[config.mk]
export PLATFORM = sky130hd
export DESIGN_NAME = vga_scan_ctrl
export DESIGN_NICKNAME = d
export VERILOG_FILES = /design/src/rtl/vga_pkg.sv /design/src/rtl/vga_axis_counter.sv /design/src/rtl/vga_scan_ctrl.sv
export SDC_FILE = /design/constraint.sdc
export NUM_CORES = 1
export LEC_CHECK = 0
export CORE_ASPECT_RATIO = 2
export CORE_MARGIN = 5
export CORE_UTILIZATION = 62
export DETAILED_ROUTE_END_ITERATION = 16
export PLACE_DENSITY = 0.87
export SYNTH_ARGS = -nofsm -noshare
export SYNTH_HDL_FRONTEND = slang
export SYNTH_SLANG_ARGS = --single-unit
[constraint.sdc]
create_clock -name clk -period 6.1 [get_ports clk]
set_input_delay 1.22 -clock clk [delete_from_list [all_inputs] [get_ports clk]]
set_output_delay 1.22 -clock clk [all_outputs]
set_load 0.01 [all_outputs]
[src/rtl/vga_pkg.sv]
`default_nettype none
// ============================================================================
// vga_pkg : shared 640x480@60 timing, vram geometry and scan-stage types
// Rev 1.0
// ============================================================================
package vga_pkg;

  function automatic int axis_total(input int vis, input int fp, input int sync, input int bp);
    return vis + fp + sync + bp;
  endfunction

  localparam int H_TOTAL      = axis_total(640, 16, 96, 48);
  localparam int V_TOTAL      = axis_total(480, 10, 2, 33);
  localparam int H_SYNC_START = 656;
  localparam int H_SYNC_END   = 751;
  localparam int V_SYNC_START = 490;
  localparam int V_SYNC_END   = 491;

  localparam int VRAM_W  = 128;
  localparam int VRAM_H  = 96;
  localparam int COORD_W = 7;
  localparam int ADDR_W  = 14;

  typedef struct packed {
    logic video_on;
    logic hsync_n;
    logic vsync_n;
  } scan_flags_t;

  localparam scan_flags_t SCAN_FLAGS_IDLE = '{video_on: 1'b0, hsync_n: 1'b1, vsync_n: 1'b1};

endpackage
`default_nettype wire

[src/rtl/vga_axis_counter.sv]
`default_nettype none
// ============================================================================
// vga_axis_counter : one scan axis - position, sync window and scaled coordinate
// Rev 1.0
// ============================================================================
module vga_axis_counter
  import vga_pkg::*;
#(
  parameter int VIS       = 640,
  parameter int FP        = 16,
  parameter int SYNC      = 96,
  parameter int BP        = 48,
  parameter int SCALE     = 5,
  parameter int COORD_W   = 7,
  parameter int COORD_MAX = 127
) (
  input  logic               clk,
  input  logic               reset,
  input  logic               adv,
  output logic               wrap,
  output logic               visible,
  output logic               sync_n,
  output logic [COORD_W-1:0] coord
);

  localparam int TOTAL = axis_total(VIS, FP, SYNC, BP);
  localparam int POS_W = $clog2(TOTAL);
  localparam int SUB_W = (SCALE > 1) ? $clog2(SCALE) : 1;

  localparam logic [POS_W-1:0]   POS_LAST   = POS_W'(TOTAL - 1);
  localparam logic [POS_W-1:0]   VIS_END    = POS_W'(VIS);
  localparam logic [POS_W-1:0]   SYNC_FIRST = POS_W'(VIS + FP);
  localparam logic [POS_W-1:0]   SYNC_LAST  = POS_W'(VIS + FP + SYNC - 1);
  localparam logic [SUB_W-1:0]   SUB_LAST   = SUB_W'(SCALE - 1);
  localparam logic [COORD_W-1:0] COORD_LAST = COORD_W'(COORD_MAX);

  logic [POS_W-1:0] pos;
  logic [SUB_W-1:0] sub;

  assign wrap    = adv && (pos == POS_LAST);
  assign visible = (pos < VIS_END);
  assign sync_n  = !((pos >= SYNC_FIRST) && (pos <= SYNC_LAST));

  always_ff @(posedge clk or posedge reset) begin
    if (reset) begin
      pos <= '0;
    end else if (adv) begin
      if (pos == POS_LAST) begin
        pos <= '0;
      end else begin
        pos <= pos + 1'b1;
      end
    end
  end

  // Scaling by repeated counting: sub steps through SCALE positions per coordinate,
  // and the coordinate saturates so it can never address beyond the frame buffer.
  always_ff @(posedge clk or posedge reset) begin
    if (reset) begin
      sub   <= '0;
      coord <= '0;
    end else if (wrap) begin
      sub   <= '0;
      coord <= '0;
    end else if (adv && visible) begin
      if (sub == SUB_LAST) begin
        sub <= '0;
        if (coord != COORD_LAST) begin
          coord <= coord + 1'b1;
        end
      end else begin
        sub <= sub + 1'b1;
      end
    end
  end

endmodule
`default_nettype wire

[src/rtl/vga_scan_ctrl.sv]
`default_nettype none
// ============================================================================
// vga_scan_ctrl : 640x480@60 VGA timing, 5x-scaled vram addressing, colour gating
// Rev 1.0
// ============================================================================
module vga_scan_ctrl
  import vga_pkg::*;
#(
  parameter int CLK_DIV = 4,
  parameter int H_VIS   = 640,
  parameter int H_FP    = 16,
  parameter int H_SYNC  = 96,
  parameter int H_BP    = 48,
  parameter int V_VIS   = 480,
  parameter int V_FP    = 10,
  parameter int V_SYNC  = 2,
  parameter int V_BP    = 33,
  parameter int SCALE   = 5
) (
  input  logic              clk,
  input  logic              reset,
  input  logic              red_col,
  input  logic              green_col,
  input  logic              blue_col,
  output logic [ADDR_W-1:0] addr,
  output logic              vga_red,
  output logic              vga_green,
  output logic              vga_blue,
  output logic              hsync,
  output logic              vsync
);

  localparam int               DIV_W    = (CLK_DIV > 1) ? $clog2(CLK_DIV) : 1;
  localparam logic [DIV_W-1:0] DIV_LAST = DIV_W'(CLK_DIV - 1);

  logic [DIV_W-1:0]   div;
  logic               pix_en;
  logic               h_wrap;
  logic               h_visible;
  logic               h_sync_n;
  logic [COORD_W-1:0] h_coord;
  logic               v_wrap_unused;
  logic               v_visible;
  logic               v_sync_n;
  logic [COORD_W-1:0] v_coord;
  scan_flags_t        next_flags;
  scan_flags_t        s1_flags;

  assign pix_en = (div == DIV_LAST);

  always_ff @(posedge clk or posedge reset) begin
    if (reset) begin
      div <= '0;
    end else if (pix_en) begin
      div <= '0;
    end else begin
      div <= div + 1'b1;
    end
  end

  vga_axis_counter #(
    .VIS      (H_VIS),
    .FP       (H_FP),
    .SYNC     (H_SYNC),
    .BP       (H_BP),
    .SCALE    (SCALE),
    .COORD_W  (COORD_W),
    .COORD_MAX(VRAM_W - 1)
  ) u_h_axis (
    .clk    (clk),
    .reset  (reset),
    .adv    (pix_en),
    .wrap   (h_wrap),
    .visible(h_visible),
    .sync_n (h_sync_n),
    .coord  (h_coord)
  );

  // The vertical axis steps once per completed line, so a line wrap on the last
  // line clears both axes on the same pixel enable.
  vga_axis_counter #(
    .VIS      (V_VIS),
    .FP       (V_FP),
    .SYNC     (V_SYNC),
    .BP       (V_BP),
    .SCALE    (SCALE),
    .COORD_W  (COORD_W),
    .COORD_MAX(VRAM_H - 1)
  ) u_v_axis (
    .clk    (clk),
    .reset  (reset),
    .adv    (h_wrap),
    .wrap   (v_wrap_unused),
    .visible(v_visible),
    .sync_n (v_sync_n),
    .coord  (v_coord)
  );

  assign next_flags = '{video_on: h_visible & v_visible, hsync_n: h_sync_n, vsync_n: v_sync_n};

  // Stage 1: address to vram plus the matching flags; addr freezes during blanking.
  always_ff @(posedge clk or posedge reset) begin
    if (reset) begin
      addr     <= '0;
      s1_flags <= SCAN_FLAGS_IDLE;
    end else begin
      s1_flags <= next_flags;
      if (next_flags.video_on) begin
        addr <= {v_coord, h_coord};
      end
    end
  end

  // Stage 2: vram data arrives here, gated by the flags that travelled with its address.
  always_ff @(posedge clk or posedge reset) begin
    if (reset) begin
      vga_red   <= 1'b0;
      vga_green <= 1'b0;
      vga_blue  <= 1'b0;
      hsync     <= 1'b1;
      vsync     <= 1'b1;
    end else begin
      vga_red   <= red_col   & s1_flags.video_on;
      vga_green <= green_col & s1_flags.video_on;
      vga_blue  <= blue_col  & s1_flags.video_on;
      hsync     <= s1_flags.hsync_n;
      vsync     <= s1_flags.vsync_n;
    end
  end

endmodule
`default_nettype wire

# Word level (Yosys, flattened, before mapping)
# Index checks and enable logic that the tools add are counted.
[totals]
reg_bits = 64
in_bits = 5
output_inout_bits = 19
elab_cells = 73
[op_classes]
add_sub_neg = 7
order_cmp = 6
n_eq_ne = 7
muxes = 17
bitwise_logic = 4
reduce_logical = 16
[op_table]
columns = ["op", "n"]
rows = [
  ["2-to-1 mux 7 bit", 8],
  ["adder 10 x 1 -> 10 bit, second input constant", 2],
  ["equality test 10 bit, second input constant", 2],
  ["2-to-1 mux 10 bit", 2],
  ["2-to-1 mux 3 bit", 6],
  ["adder 7 x 1 -> 7 bit, second input constant", 2],
  ["!= test 7 bit, second input constant", 2],
  ["nonzero test 2 bit", 6],
  [">= comparator 10 bit, second input constant", 1],
  [">= comparator 10 x 9 -> 1 bit, second input constant", 1],
  ["<= comparator 10 bit, second input constant", 1],
  ["<= comparator 10 x 9 -> 1 bit, second input constant", 1],
  ["< comparator 10 bit, second input constant", 1],
  ["< comparator 10 x 9 -> 1 bit, second input constant", 1],
  ["adder 3 x 1 -> 3 bit, second input constant", 2],
  ["equality test 3 bit, second input constant", 2],
  ["logical AND 1 bit", 6],
  ["AND reduction 3 bit", 2],
  ["AND 1 bit", 4],
  ["adder 2 x 1 -> 2 bit, second input constant", 1],
  ["equality test 2 bit, second input constant", 1],
  ["logical NOT 1 bit", 2],
  ["2-to-1 mux 2 bit", 1],
]

# Depth between registers and ports, before layout
[logic_depth]
depth_word = 5
mapped_depth = 9
ltp_nobuf = 7

# Modules after synthesis
# From an unflattened synthesis, not the netlist that was laid out.
[unflattened]
hier_cells = 272
area_unflattened_um2 = 3060.4
[modules_own_cells]
columns = ["module", "instances", "cells_each", "area_each_um2", "seq_area_each_um2"]
rows = [
  ["vga_axis_counter at u_h_axis", 1, 118, 1126.1, 500.5],
  ["vga_axis_counter at u_v_axis", 1, 107, 1077.3, 500.5],
  ["vga_scan_ctrl", 1, 47, 857.1, 605.6],
]

# Worst setup path after synthesis
# OpenSTA, ideal clock, no wires.
[synth_path]
path_type = "register -> register"
startpoint = "register u_h_axis.pos[0]"
endpoint = "register u_v_axis.pos[3]"
setup_ps = 64
arrival_time_ps = 1870
required_time_ps = 6036
slack_ps = 4166
stages_incl_launch_ff = 8
n_path_buf = 1
period_less_slack_ps = 1934
path_cell_list = "dfrtp_1 > ha_1 > nand4_1 > or4_1 > clkbuf_1 > or3_1 > a21oi_1 > a21o_1"
[synth_via]
elab_chain_len = 2
[synth_rtl]
columns = ["item", "line", "rtl"]
rows = [
  ["start: declaration", "vga_axis_counter.sv:37", "logic [POS_W-1:0] pos;"],
  ["start signal: assignment", "vga_axis_counter.sv:51", "pos <= pos + 1'b1;"],
  ["equality test 10 bit", "vga_axis_counter.sv:40", "assign wrap = adv && (pos == POS_LAST);"],
  ["logical AND 1 bit", "vga_axis_counter.sv:40", ""],
  ["end signal: assignment", "vga_axis_counter.sv:51", ""],
  ["end: declaration", "vga_axis_counter.sv:37", ""],
]
# No other way between the ends.
# A chain may end at the register's enable or synchronous reset.

# Worst setup path in the final report
[layout_path]
startpoint = "register hsync"
endpoint = "output port hsync"
[layout_lines]
columns = ["item", "line", "rtl"]
rows = [
  ["start: declaration", "vga_scan_ctrl.sv:29", "output logic hsync,"],
  ["start signal: assignment", "vga_scan_ctrl.sv:126", "hsync <= s1_flags.hsync_n;"],
]
# No word-level cell between the ends.

==> results.ini <==
[clock_tree]
root_buffer=clkbuf_8
cts_tree=built
cts_buffers=9
clk_latency_ns=0.35
cts_setup_buffers=0
cts_resized=0
cts_hold_buf=0
clock_sinks=64
clockBufferDepth=2
clk_pin_slew_ns=0.07
h-tree-depth=3

[cells_and_area]
antenna_cells=0
area_delta_synth_final_pct=15.5
final_util_pct=74.4
drive_gt1_share_pct=12.2
layout.nets=331
mostFrequentLayoutCells=dfrtp_1, nand2_1, o21ai_0
n_fill_cell=321
final_common_cell=dfrtp_1

[sta]
min_period_ns=2.62
slew_violations=0
max_clock_freq_mhz=382
tightest_slew_ns=0.828
rsz0062_at_grt=no
finalSetupViolations=0
hold_viol_final=0
finalCritPeriodShare_pct=42.9
finClkSkew_ns=0.00756
tns_ns=0
slew_headroom_pct=44.5

[global_route]
grt.overflow.total=0
grt_pass1_vias=2332
grt_start_max_net_pins=65
antenna_found_initial=0
grt_pass1_wl_um=10700
track_usage_pct=22.4

[floorplan]
dieArea_um2=6400
die_x_um=59.1
row_count=35
num_io_pins=24
core_area_um2=4640
die_height_um=108
initial_core_util_pct=64.4

[synthesis]
synthSimpleGateAreaFrac_pct=17.7
synth_area_um2=2990
synth_cell_types=43
synth_top_area_share_pct=50.2
synth_top_family_by_area=simple AND/OR/NAND/NOR gates
ys_ff_latch=64
synth_largest_area_cell=dfrtp_1
postSynthAreaPerCell_um2=10.4
synth_xor_area_share_pct=2.05
synth_compound_area_share_pct=11.9
yosys_warnings=0
synth_fp_nets=305
syn_inst=288
synth_edf_count=0
ys_top_cells_by_area=dfrtp_1, ha_1, mux2_2
synth_top_flop_cell=dfrtp_1
synth_fa_ha_area_share_pct=5.02
ys_seq_area_share_pct=53.7
synthMuxAreaShare_pct=6.57
synth-async-reset-ratio_pct=100

[setup_path]
worstPathMaxFanout=1
crit_buf_inv=1
cp.arrival_ns=1.40
path_delay_family=flip-flops
critPathMaxStageDelay_ns=0.53
required_ns=4.88
crit_type=reg2out
cp_slowest_cell=dfstp_2
crit_chain=clkdlybuf4s50_1
cp-end-kind=primary output
cp-start-kind=flop

[pwr]
switching_share_pct=21.8
p_leak_nw=1.53
clock_power_share_pct=42.6
p_per_area_nw_per_um2=222
seqPwrFrac_pct=55.6
max-vdd-ir-drop_mv=0.187
p_total_mw=0.766
power_switching_mw=0.167
power.internal_mw=0.599
comb_power_share_pct=1.8

[route]
wl_per_cell_um=17.0
via_per_inst=6.23
drc=0
dr_total_vias=2329
wl_um=6370
drt-pass1-iter-count=4
drt-initial-drc-count=77
ant_nets=0

[job]
drv_cap=0

[placement]
place.gp.congestion=0.872
dp_hpwl_um=4360
numPortBuffers=23

[min_path]
hold_path_class=reg2reg

[outcome]
outcome=finished clean

[path summary, 6_finish.rpt]
check	endpoint	cells past startpoint	slack, ns	start
worst max-delay path	hsync	1	3.48	hsync$_DFF_PP1_
worst min-delay path	vsync$_DFF_PP1_	0	0.37	s1_flags[0]$_DFF_PP1_
worst max register to register	u_v_axis.coord[3]$_DFFE_PP0P_	6	3.51	div[0]$_DFF_PP0_
worst min register to register	vsync$_DFF_PP1_	0	0.37	s1_flags[0]$_DFF_PP1_
max in group asynchronous	u_v_axis.sub[0]$_DFFE_PP0P_	3	4.18	reset
min in group asynchronous	addr[6]$_DFFE_PP0P_	3	1.40	reset
[state kept, by name, indices dropped and copies added (netlist names)]
signal          count
u_h_axis.coord      7
div                 2
u_h_axis.sub        3
u_v_axis.coord      7
s1_flags            3
u_v_axis.sub        3
vga_red             1
vsync               1
u_v_axis.pos       10
addr               14
u_h_axis.pos       10
vga_green           1
vga_blue            1
hsync               1
[metrics by stage]
stage	hold WS, ns	cell area [µm²]	setup WS [ns]	cells
final	0.368	3450	3.48	374
after global routing	0.379	3450	3.27	374
after CTS	0.371	3450	3.46	374
after detailed placement	0.358	3280	3.58	358
after global placement	0.346	3280	3.69	358
after floorplan	0.345	2990	3.29	288
[cells in the mapped netlist (3+ instances only)]
cell type / count
dfrtp_1: 60
nand2_1: 37
o21ai_0: 28
nor2_1: 16
mux2_2: 13
ha_1: 12
inv_1: 12
a21oi_1: 10
clkbuf_1: 9
nand3_1: 9
nand4_1: 9
nor3_1: 7
and3_1: 6
o31ai_1: 6
mux2i_1: 5
xnor2_1: 5
a31oi_1: 4
dfstp_2: 4
and2_1: 3
and4_1: 3
nand2b_1: 3
nand4b_1: 3
[worst reg2reg max path: stages (launching register included)]
cell and delay [ns]:
dfrtp_1 0.36, ha_1 0.36, nand4_1 0.32, or4_1 0.76, nor2_2 0.30, nand2_1 0.12, o31ai_1 0.27
[power groups by stage]
stage          Combinational [mW]  Clock, mW  Sequential [mW]
6_report                   0.0141      0.326            0.426
2_1_floorplan             0.00684          0            0.434
3_3_place_gp               0.0146          0            0.434
3_5_place_dp               0.0149          0            0.434
5_1_grt                    0.0165      0.351            0.425
4_1_cts                    0.0149      0.330            0.426
[layer usage]
metal	GRT usage [%]	part of all wire [%]	vias up
met1	24.5	37	1168
met3	5.73	4.8	18
met4	12.5	3.5	0
li1	-	-	1073
met5	0	0	-
met2	38.1	55	70
[area by class of cell]
class                   count  area, µm²  area share, %
clock buffers              13        159           4.60
clock inverters             3       17.5          0.507
inverters                  12       45.0           1.30
multi-input cells         201       1310           37.8
flip-flops and latches     64       1610           46.5
well taps                  55       68.8           1.99
repair buffers             26        253           7.32
[kinds of logic after synthesis]
logic type | Yosys count
compound gates | 59
xor+xnor | 7
simple gates | 105
flops | 64
buf+inv | 23
fa+ha+maj | 12
mux | 18
(Power assumes the default switching activity.)
==> RTL edit: new RTL, same settings <==
Put one more register stage on the output `addr`, with the module's reset. The value now appears one clock later. The other outputs are not delayed to match.
--- a/src/rtl/vga_scan_ctrl.sv
+++ b/src/rtl/vga_scan_ctrl.sv
@@ -33,4 +33,6 @@
   localparam int               DIV_W    = (CLK_DIV > 1) ? $clog2(CLK_DIV) : 1;
   localparam logic [DIV_W-1:0] DIV_LAST = DIV_W'(CLK_DIV - 1);
+
+  logic [ADDR_W-1:0] addr_s0;
 
   logic [DIV_W-1:0]   div;
@@ -102,10 +104,10 @@
   always_ff @(posedge clk or posedge reset) begin
     if (reset) begin
-      addr     <= '0;
+      addr_s0  <= '0;
       s1_flags <= SCAN_FLAGS_IDLE;
     end else begin
       s1_flags <= next_flags;
       if (next_flags.video_on) begin
-        addr <= {v_coord, h_coord};
+        addr_s0 <= {v_coord, h_coord};
       end
     end
@@ -129,4 +131,12 @@
   end
 
+  always_ff @(posedge clk or posedge reset) begin
+    if (reset) begin
+      addr <= '0;
+    end else begin
+      addr <= addr_s0;
+    end
+  end
+
 endmodule
 `default_nettype wire
Behaviour: same outputs for any inputs over 10 cycles, from zero or initial values and one cycle with reset high; that may be too few to reach the edited logic, so the function may still have changed.
==> RTL edit against the original RTL <==
  * Hold slack worse by 0.0089 ns
  * Final area rose by 12%
  * Sequential cell count is 14 higher
  * Synthesized area up 13%
  * Sequential share of layout area increased by 4.2 points
  * Sequential power up 22%
  * Wire length is 0.74% higher
  * Setup slack lost 0.00090 ns
  * Utilization fell by 2.5 points
  * First-iteration DRC count up 34%
  * Power rose by 24%
  * Largest cell class unchanged
==> RTL edit: results (changes against the original RTL) <==
- Layout Cells excl Fill: 391 (+4.5%)
- Mapped Nets: 318 (+4.3%)
- Routability cong.: 0.871 (about the same)
- Largest net degree at the start of global routing: 49 (-25%)
- Leakage Power: 1.70 nW (+12%)
- Synth top area cells: dfrtp_1 55%, mux2_2 4.7%, ha_1 4.4%, nand2_1 3.9%, o21ai_0 3.3%
- WHS: 0.360 ns (-0.00892 ns)
- R2R Setup Slk: 3.65 ns (+0.14 ns)
- Synth cell count leaders: 74 x dfrtp_1, 35 x nand2_1, 22 x o21ai_0
- Seq_cells: 78 (+22%)
- Setup WS pre-CTS: 3.30 ns (-0.284 ns)
- DRT Wirelength: 6410 um (+0.74%)
- HPWL Detailed: 4480 um (+2.8%)
- Post-Place Cells: 376 (+5.0%)
- Total GRT Usage: 19.8% (-2.5 points)
- First-pass GRT wire length: 10900 um (+1.5%)
- Non-clk buf share: 6.35% (-0.97 points)
- # clk buffers: 10 (-3)
- Avg Inst Size Synth: 11.2 sq um (+8.2%)
- Setup crit end: vsync
- Status: completed
- Bufs w/o clock: 25 (-3.8%)
- Met3 WL: 216 um (-29%)
- Synth cell types: 49 (+14%)
- Met3 Track Usage GR: 5.11% (-0.63 points)
- Met2 wire length: 3500 um (+0.72%)
- Area post-placement: 0.00365 sq mm (+11%)
- Met1 Use GR: 20.0% (-4.5 points)
- Vias in the first global route: 2442 (+4.7%)
- Sequential fraction of the synthesis area: 57.9% (+4.2 points)
- Clk tree area frac: 5.51% (+0.40 points)
==> RTL edit: cell count changes after synthesis, moves of 3 or more <==
| cell | delta |
|---|---|
| nor2_1 | +4 |
| dfrtp_1 | +14 |
| xnor2_1 | +3 |
| o21ai_0 | -6 |
| mux2i_1 | -4 |
| a31oi_1 | -3 |
| clkbuf_1 | -6 |
| buf_2 | +3 |
| o21ai_1 | +4 |
==> RTL edit: kinds of logic (layout without fill, tap and decap cells) <==
group                    count (synthesis)  count (layout)  share of synthesized area [%]
AND/OR/NAND/NOR                        107             107                           16.4
flip-flops                              78              78                           57.9
AO/OA/AOI/OAI                           57              57                           10.7
buffers and inverters                   22              52                           3.03
multiplexers                            15              15                           4.96
adder cells (fa/ha/maj)                 12              12                           4.44
XOR/XNOR                                10              10                           2.59
==> RTL edit: power breakdown <==
part           switching (mW)  internal (mW)  leakage, nW
Combinational          0.0108        0.00486        0.572
Sequential           0.000283          0.518         1.03
Clock                   0.184          0.229        0.103
Total                   0.195          0.752         1.70
